==> config.mk <==
export PLATFORM = sky130hd
export DESIGN_NAME = constraint_reduce_seq
export DESIGN_NICKNAME = d
export VERILOG_FILES = /design/src/rtl/constraint_pkg.sv /design/src/rtl/constraint_lane.sv /design/src/rtl/constraint_reduce_seq.sv
export SDC_FILE = /design/constraint.sdc
export NUM_CORES = 1
export LEC_CHECK = 0
export ABC_AREA = 1
export BUFFER_PORTS_ARGS = -buffer_cell sky130_fd_sc_hd__buf_2
export CAP_MARGIN = 5
export CORE_UTILIZATION = 39
export CTS_CLUSTER_SIZE = 24
export DETAILED_ROUTE_END_ITERATION = 12
export PLACE_DENSITY = 0.65
export SLEW_MARGIN = 30
export SYNTH_ARGS = -nofsm -noshare
export SYNTH_HDL_FRONTEND = slang
export SYNTH_SLANG_ARGS = --single-unit
==> constraint.sdc <==
create_clock -name clk -period 4.1 [get_ports clk]
set_clock_uncertainty 0.15 [all_clocks]
set_input_delay 0.205 -clock clk [delete_from_list [all_inputs] [get_ports clk]]
set_output_delay 0.205 -clock clk [all_outputs]
set_load 0.1 [all_outputs]
==> src/rtl/constraint_pkg.sv <==
// Shared types and the per-beat combine/reduce function for the sequential
// constraint checker.
package constraint_pkg;

  // Widest beat the reduce function handles; narrower beats are zero-extended,
  // which is neutral for every mode (0|0, 0&0, 0^0 and 0|~0 all reduce harmlessly).
  localparam int MAX_WORD_W = 256;

  typedef enum logic [1:0] {
    MODE_OR_OR   = 2'b00,
    MODE_AND_OR  = 2'b01,
    MODE_XOR_OR  = 2'b10,
    MODE_ORN_AND = 2'b11
  } mode_e;

  typedef enum logic {
    ST_COLLECT = 1'b0,
    ST_REPORT  = 1'b1
  } state_e;

  function automatic logic beat_reduce(input logic [MAX_WORD_W-1:0] data,
                                       input logic [MAX_WORD_W-1:0] mask,
                                       input mode_e                 mode);
    logic r;
    case (mode)
      MODE_OR_OR:  r = |(data | mask);
      MODE_AND_OR: r = |(data & mask);
      MODE_XOR_OR: r = |(data ^ mask);
      default:     r = &(data | ~mask);
    endcase
    return r;
  endfunction

  function automatic logic mode_is_and(input mode_e mode);
    return mode == MODE_ORN_AND;
  endfunction

endpackage

==> src/rtl/constraint_lane.sv <==
// One constraint channel: accumulator, started/done/mode bookkeeping and the
// per-beat protocol error detection for that channel.
module constraint_lane
  import constraint_pkg::*;
#(
  parameter int WORD_W = 64
) (
  input  logic              clk,
  input  logic              rst_n,
  input  logic              sel,
  input  logic              clear,
  input  logic [WORD_W-1:0] data,
  input  logic [WORD_W-1:0] mask,
  input  mode_e             mode,
  input  logic              last,
  output logic              beat_err,
  output logic              acc_nxt,
  output logic              done_nxt
);

  logic  acc_q;
  logic  done_q;
  logic  started_q;
  mode_e mode_q;
  logic  red;

  assign red = beat_reduce(MAX_WORD_W'(data), MAX_WORD_W'(mask), mode);

  // The first beat seeds the accumulator with its own reduction, which equals
  // 0 OR r for the OR modes and 1 AND r for the AND mode.
  always_comb begin
    beat_err = sel && (done_q || (started_q && (mode != mode_q)));
    acc_nxt  = acc_q;
    done_nxt = done_q;
    if (sel && !beat_err) begin
      if (!started_q)
        acc_nxt = red;
      else if (mode_is_and(mode_q))
        acc_nxt = acc_q & red;
      else
        acc_nxt = acc_q | red;
      done_nxt = done_q | last;
    end
  end

  always_ff @(posedge clk or negedge rst_n) begin
    if (!rst_n) begin
      acc_q     <= 1'b0;
      done_q    <= 1'b0;
      started_q <= 1'b0;
      mode_q    <= MODE_OR_OR;
    end else if (clear) begin
      acc_q     <= 1'b0;
      done_q    <= 1'b0;
      started_q <= 1'b0;
      mode_q    <= MODE_OR_OR;
    end else if (sel && !beat_err) begin
      acc_q     <= acc_nxt;
      done_q    <= done_nxt;
      started_q <= 1'b1;
      if (!started_q)
        mode_q <= mode;
    end
  end

endmodule

==> src/rtl/constraint_reduce_seq.sv <==
// Multi-channel sequential OR/AND-reduction constraint checker: collects beats
// per channel, then reports per-channel results and their conjunction.
module constraint_reduce_seq
  import constraint_pkg::*;
#(
  parameter int WORD_W = 64,
  parameter int NUM_CH = 4,
  parameter int CH_W   = (NUM_CH > 1) ? $clog2(NUM_CH) : 1
) (
  input  logic              clk,
  input  logic              rst_n,
  input  logic              s_valid,
  output logic              s_ready,
  input  logic [CH_W-1:0]   s_ch,
  input  logic [WORD_W-1:0] s_data,
  input  logic [WORD_W-1:0] s_mask,
  input  logic [1:0]        s_mode,
  input  logic              s_last,
  output logic              m_valid,
  input  logic              m_ready,
  output logic              m_x,
  output logic [NUM_CH-1:0] m_res,
  output logic              m_err
);

  state_e state_q, state_d;
  logic   fire;
  logic   handshake;
  logic   ch_bad;
  logic   err_q;
  logic   err_nxt;
  logic   [NUM_CH-1:0] sel;
  logic   [NUM_CH-1:0] lane_err;
  logic   [NUM_CH-1:0] acc_nxt;
  logic   [NUM_CH-1:0] done_nxt;

  assign s_ready   = (state_q == ST_COLLECT);
  assign m_valid   = (state_q == ST_REPORT);
  assign fire      = s_valid && s_ready;
  assign handshake = m_valid && m_ready;

  // Out-of-range ids are only representable when NUM_CH is not a power of two.
  if (NUM_CH < (1 << CH_W)) begin : g_range_check
    assign ch_bad = int'(s_ch) >= NUM_CH;
  end else begin : g_no_range_check
    assign ch_bad = 1'b0;
  end

  for (genvar i = 0; i < NUM_CH; i++) begin : g_lane
    assign sel[i] = fire && !ch_bad && (s_ch == CH_W'(i));

    constraint_lane #(.WORD_W(WORD_W)) u_lane (
      .clk      (clk),
      .rst_n    (rst_n),
      .sel      (sel[i]),
      .clear    (handshake),
      .data     (s_data),
      .mask     (s_mask),
      .mode     (mode_e'(s_mode)),
      .last     (s_last),
      .beat_err (lane_err[i]),
      .acc_nxt  (acc_nxt[i]),
      .done_nxt (done_nxt[i])
    );
  end

  assign err_nxt = err_q | (fire && (ch_bad || (|lane_err)));

  always_ff @(posedge clk or negedge rst_n) begin
    if (!rst_n)
      state_q <= ST_COLLECT;
    else
      state_q <= state_d;
  end

  always_comb begin
    state_d = state_q;
    case (state_q)
      ST_COLLECT: if (fire && (&done_nxt)) state_d = ST_REPORT;
      ST_REPORT:  if (m_ready)             state_d = ST_COLLECT;
      default:                             state_d = ST_COLLECT;
    endcase
  end

  always_ff @(posedge clk or negedge rst_n) begin
    if (!rst_n)
      err_q <= 1'b0;
    else if (handshake)
      err_q <= 1'b0;
    else
      err_q <= err_nxt;
  end

  // Results are captured on the completing beat and frozen until consumed.
  always_ff @(posedge clk or negedge rst_n) begin
    if (!rst_n) begin
      m_res <= '0;
      m_x   <= 1'b0;
      m_err <= 1'b0;
    end else if (handshake) begin
      m_res <= '0;
      m_x   <= 1'b0;
      m_err <= 1'b0;
    end else if ((state_q == ST_COLLECT) && (state_d == ST_REPORT)) begin
      m_res <= acc_nxt;
      m_x   <= &acc_nxt;
      m_err <= err_nxt;
    end
  end

endmodule

---- After elaboration in Yosys (flattened, before gate mapping) ----
Index checks and enable logic that the tools add are counted.
Widths: inputs -> output; s select.
storage, ports and cells
  flip-flop bits (word level) ............. 28
  input bits .............................. 137
  output and inout port bits .............. 8
  logic and storage cells ................. 167
cells by class
  eq/ne operators ......................... 17
  multiplexer cells ....................... 63
  bitwise operators ....................... 19
  reduce and logical (&&, ||, !) cells .... 47
operator list
  operator            count
  $reduce_or 256->1   3
  $not 64->256        1
  $or 64x256->256     1
  $reduce_and 256->1  1
  $and 64x64->64      1
  $or 64x64->64       1
  $xor 64x64->64      1
  $mux 1              47
  $mux 2              12
  $logic_and 1x1->1   21
  $eq 2x2->1 const B  7
  $reduce_bool 2->1   5
  $or 1x1->1          9
  $mux 4              2
  $ne 2x2->1          4
  $reduce_and 2->1    4
  $reduce_and 4->1    2
  $ne 2x2->1 const B  3
  $and 1x1->1         4
  $eq 2x1->1 const B  2
  $logic_not 1->1     4
  $logic_not 2->1     2
  $logic_or 1x1->1    4
  $reduce_or 4->1     1
  4 further kinds     4

---- Depth between registers and ports, before layout ----
  depth in word-level cells ............... 14
  mapped depth ............................ 17
  mapped depth without buffers ............ 17

---- Hierarchy ----
From an unflattened synthesis, not the netlist that was laid out.
unflattened totals
  cells, all modules ...................... 2519
  area, all modules ....................... 16962.5 um^2
by module, submodules not included
  module                 instances  cells each  area each (um^2)  sequential area each (um^2)
  constraint_lane        4          617         4136.5            125.1
  constraint_reduce_seq  1          51          416.6             200.2

---- Least setup slack after synthesis ----
No wires, ideal clock.
  path kind ............................... reg2reg
  from .................................... register state_q (netlist: m_valid)
  to ...................................... register m_res[0]
  setup time .............................. 120 ps
  data arrival time ....................... 2469 ps
  required time ........................... 3830 ps
  setup slack ............................. 1361 ps
  cell stages (with the launch flop) ...... 11
  clock period less this slack ............ 2739 ps
  cell sequence ........................... dfrtp_1 > inv_2 > nand2_4 > nor3_4 > nand3_4 > or2_0 > nand3_2 > nor2_4 > nor2_4 > a21oi_2 > a21o_1
on the way
  word-level cells in the longest chain between the ends .. 13
  elaborated cells on any way between the ends .. 32
  classes of those cells .................. mux (9); bitwise (1); reduce/logical (22)
RTL lines
  what                         RTL line                      text
  start: declaration           constraint_reduce_seq.sv:26   state_e state_q, state_d;
  start signal: assignment     constraint_reduce_seq.sv:73   state_q <= state_d;
  $not 1->1 *                  constraint_reduce_seq.sv:37   assign s_ready = (state_q == ST_COLLECT);
  via s_ready                  constraint_reduce_seq.sv:13   output logic s_ready,
  $logic_and 1x1->1            constraint_reduce_seq.sv:39   assign fire = s_valid && s_ready;
  $logic_and 1x1->1            constraint_reduce_seq.sv:50   assign sel[i] = fire && !ch_bad && (s_ch == CH_W'(i));
  $logic_and 1x1->1            constraint_lane.sv:32         beat_err = sel && (done_q || (started_q && (mode != mode_q)));
  $logic_not 1->1              constraint_lane.sv:35         if (sel && !beat_err) begin
  $logic_and 1x1->1            constraint_lane.sv:35
  $mux 1                       constraint_lane.sv:35
  $reduce_and 4->1             constraint_reduce_seq.sv:79   ST_COLLECT: if (fire && (&done_nxt)) state_d = ST_REPORT;
  $logic_and 1x1->1            constraint_reduce_seq.sv:79
  $mux 1                       constraint_reduce_seq.sv:79
  $pmux 1 s2                   constraint_reduce_seq.sv:78   case (state_q)
  $logic_and 1x1->1            constraint_reduce_seq.sv:104  end else if ((state_q == ST_COLLECT) && (state_d == ST_REPORT)) begin
  $reduce_bool 2->1 (no line)  -
  end signal: assignment       constraint_reduce_seq.sv:105  m_res <= acc_nxt;
  end: declaration             constraint_reduce_seq.sv:22   output logic [NUM_CH-1:0] m_res,
Mark *: on every way through the listed nets, which the timed path passes. The rest lies on a longest branch. The select of a mux whose other input is x is not followed.
A chain may end at the register's enable or synchronous reset.

---- Worst setup path in the final report ----
  from .................................... register state_q (netlist: m_valid)
  to ...................................... register m_x
on the way
  word-level cells in the longest chain between the ends .. 13
  elaborated cells on any way between the ends .. 36
  classes of those cells .................. mux (12); bitwise (1); reduce/logical (23)
RTL lines
  what                         RTL line                                                                                text
  $not 1->1                    constraint_reduce_seq.sv:37, constraint_reduce_seq.sv:78, constraint_reduce_seq.sv:104
  $logic_and 1x1->1            constraint_reduce_seq.sv:39
  $logic_and 1x1->1            constraint_reduce_seq.sv:50
  $logic_and 1x1->1            constraint_lane.sv:32
  $logic_not 1->1              constraint_lane.sv:35
  $logic_and 1x1->1            constraint_lane.sv:35
  $mux 1                       constraint_lane.sv:35
  $reduce_and 4->1             constraint_reduce_seq.sv:79
  $logic_and 1x1->1            constraint_reduce_seq.sv:79
  $mux 1                       constraint_reduce_seq.sv:79
  $pmux 1 s2                   constraint_reduce_seq.sv:78
  $logic_and 1x1->1            constraint_reduce_seq.sv:104
  $reduce_bool 2->1 (no line)  -
  end signal: assignment       constraint_reduce_seq.sv:106                                                            m_x <= &acc_nxt;
  end: declaration             constraint_reduce_seq.sv:21                                                             output logic m_x,
Several ways; a longest one is shown, not always the timed one. The select of a mux whose other input is x is not followed.

==> summary.md <==
* register — startpoint type of the worst setup path
* 1382 — FILL cells
* 7.19 µm² — post-synthesis area per instance
* 0 — Hold Fails Final Rpt
* 4 — number of detailed-routing iterations run before antenna repair
* 1073 — number of nets in the synthesized netlist
* 2 — Clock Tree Buf Depth
* finished, final reports clean — status
* 2090 ps — arrival time at the worst endpoint
* 144 — input/output buffers
* 3 — number of buffers inserted during clock tree synthesis
* 1.70 mW — final total power
* 266 nW/µm² — P per Cell Area
* 0 ps — setup total negative slack
* 0 — final setup violation count
* 42 — placement row count
* 28 — register bit count reported by yosys
* 0 — CTS resizes
* register — Worst setup EP type
* 400 ps — worst stage delay on the critical path
* 1 — total number of H-tree levels
* 12000 µm — post-detailed-routing wire length
* 156 — initial detailed-routing violation count
* 49.2% — sw frac
* 17.5% — global routing usage summed across all routing layers
* clkbuf_16 — clk root buf
* done — clock tree from TritonCTS
* 44.9% — Synth top area share
* 14.4% — share of power burned in the clock network
* 0 — setup bufs post-CTS
* 1890 ps — Setup Slack @ Placement
* 0 — warning count from the yosys run
* nand2_1 — most repeated library cell on the critical path
* 29 — maximum number of pins on one net before global-route repair
* no — RSZ-0062 raised after global routing
* 0 — number of antenna violations at the first check in global routing
* 13.1% — register area share after synthesis
* 0 — number of pins exceeding their max-slew limit in the final report
* 0.203 mV — worst voltage drop across the vdd grid
* 20300 µm — first-pass GRT wire length
* 11.2 µm — WL per Instance
* 6260 µm² — post-placement cell area
* 1 — hold buffer count at cts
* 2040 ps — fin crit period
* 0 — DRC violations left
* 2060 ps — post-layout worst setup margin
* 4150 ps — required time of the worst setup path
* 0 — Post-DRT Antenna Nets
* 119 µm — Die X
* 14200 µm² — die area
* 1219 — post-layout net count
* 49.7% — crit share post-route
* 40.2% — Initial Util
* 34 — library cells used by synthesis
* 119 µm — die outline height
* 490 MHz — maximum frequency from static timing analysis
* 4.34 — average vias per placed instance
* 145 — count of pins on the block boundary
* 57.8% — worst rel slew slack
* ha_1 — cell accounting for the most synthesized area
* 5350 µm² — mapped cell area
* dfrtp_1 — highest-delay cell along the critical path
* 0 — total congestion overflow after global routing
* 10700 µm — DP HPWL
* 18.6% — fraction of final layout cells sized beyond drive strength 1
* 0.833 mW — switching power total
* 744 — Post-Synthesis Cells
* 47.9% — Util after Layout
* 28 — Clock Sink Count
* 4588 — via count of the first global-routing pass
* in2reg — worst hold path type
* 13300 µm² — Core Footprint
* 8.45 ps — worst hold-check slack
* 3.88 nW — Leakage Power
* 19.0% — Area growth, synth to finish
* 4636 — via total after detailed routing
* 1060 — Cells after DPL
* 260 ps — insertion delay of the later-clocked pin in the worst-skew pair
* 70 ps — register clock-pin slew on the reported worst setup and hold paths
* 54.9% — combinational cell fraction of total power
* 633 ps — transition time at the pin with the least slew margin
* reg2reg — category of the critical setup timing path
* 30.7% — fraction of power consumed by sequential logic
* 0 — # Max-Cap Violations
* nand2_1 > inv_1 > a311oi_1 > nand2_1 > a21oi_2 > nand3_1 > nand2_1 — cells traversed along the worst timing path
* 0.862 mW — cell internal power dissipation
* 0.822 — Placer Congestion
* ha_1 45%, dfrtp_1 13%, inv_1 11%, nor2_1 10%, nand2_1 9.3% — Synth area leaders
* 14 — Critical Path Fanout Max
* 1067 — post-route non-filler standard cell count
* 6360 µm² — final std cell area, no fill
## worst max-delay path, delay by kind of cell, from the launching register on
kind | cells | cell delay [ps]
compound gates | 2 | 490
flops | 1 | 400
buf+inv | 1 | 340
simple gates | 4 | 600
## sequential cells by signal, indices dropped and copies added (netlist names)
signal	flops
m_err	1
g_lane.u_lane.mode_q	8
g_lane.u_lane.acc_q	4
m_valid	1
m_x	1
m_res	4
g_lane.u_lane.done_q	4
g_lane.u_lane.started_q	4
err_q	1
## layout by cell type, fill, tap and decap left out, types with 2 or more instances in the layout
master	n
o21ai_0	12
nor4_1	2
diode_2	2
a21boi_0	2
inv_1	150
clkbuf_16	3
a31oi_1	3
or3_1	2
nor3_1	3
nand3_1	18
xnor2_1	5
buf_2	144
a21oi_2	3
nor3_4	2
nand4_1	13
nor2_1	144
nor2_4	2
dfrtp_1	28
ha_1	192
a21oi_1	8
nand3b_1	3
inv_2	4
nand2_1	132
## cells in the mapped netlist, drive strengths merged
library cell,instances
and3,2
nand3,20
a31oi,3
a21o,1
a311oi,1
or2,2
nor4,2
inv,154
buf,2
nand4,13
dfrtp,28
clkbuf,2
a21oi,11
nor2,146
nand2,134
nand3b,3
o21ai,13
a21boi,2
ha,192
nor3,5
or3,2
xnor2,6
## cell type report
class | instances | area, µm² | share of cell area [%]
inverter | 154 | 578 | 9.08
sequential | 28 | 701 | 11.0
antenna | 2 | 5.00 | 0.0786
timing repair buffer | 145 | 731 | 11.5
clock buffer | 4 | 88.8 | 1.40
multi-input combinational | 558 | 4040 | 63.5
tap | 176 | 220 | 3.46
## final timing paths
path,cells past startpoint,from,slack [ps],end
min,2,m_ready,8,m_valid$_DFF_PN0_
min reg2reg,2,m_res[1]$_DFFE_PN0P_,330,m_res[1]$_DFFE_PN0P_
min in group asynchronous,2,rst_n,340,m_err$_DFFE_PN0P_
max reg2reg,7,m_valid$_DFF_PN0_,2060,m_x$_DFFE_PN0P_
max,7,m_valid$_DFF_PN0_,2060,m_x$_DFFE_PN0P_
max in group asynchronous,2,rst_n,3040,g_lane[0].u_lane.mode_q[0]$_DFFE_PN0P_
## power by group through the flow
stage | registers [mW] | logic, mW | clock network (mW)
after detailed placement | 0.523 | 0.936 | 0
after CTS | 0.518 | 0.942 | 0.248
after floorplan | 0.695 | 0.497 | 0
after global routing | 0.540 | 1.05 | 0.259
after global placement | 0.519 | 0.930 | 0
final | 0.520 | 0.932 | 0.244
## metal layers
metal / track usage [%] / wire length (µm) / vias up
li1: - / - / 2540
met1: 23.5 / 5880 / 1984
met2: 30.1 / 5400 / 102
met3: 2.01 / 528 / 10
met4: 3.01 / 148 / 0
met5: 0 / 0 / -
## cells by family after synthesis
group / count (synthesis) / synth area share, %
fa+ha+maj: 192 / 44.9
buf+inv: 158 / 11.4
simple gates: 329 / 26.1
xor+xnor: 6 / 1.12
flops: 28 / 13.1
compound gates: 31 / 3.39
Note: power is estimated with default switching activity, not from simulation.
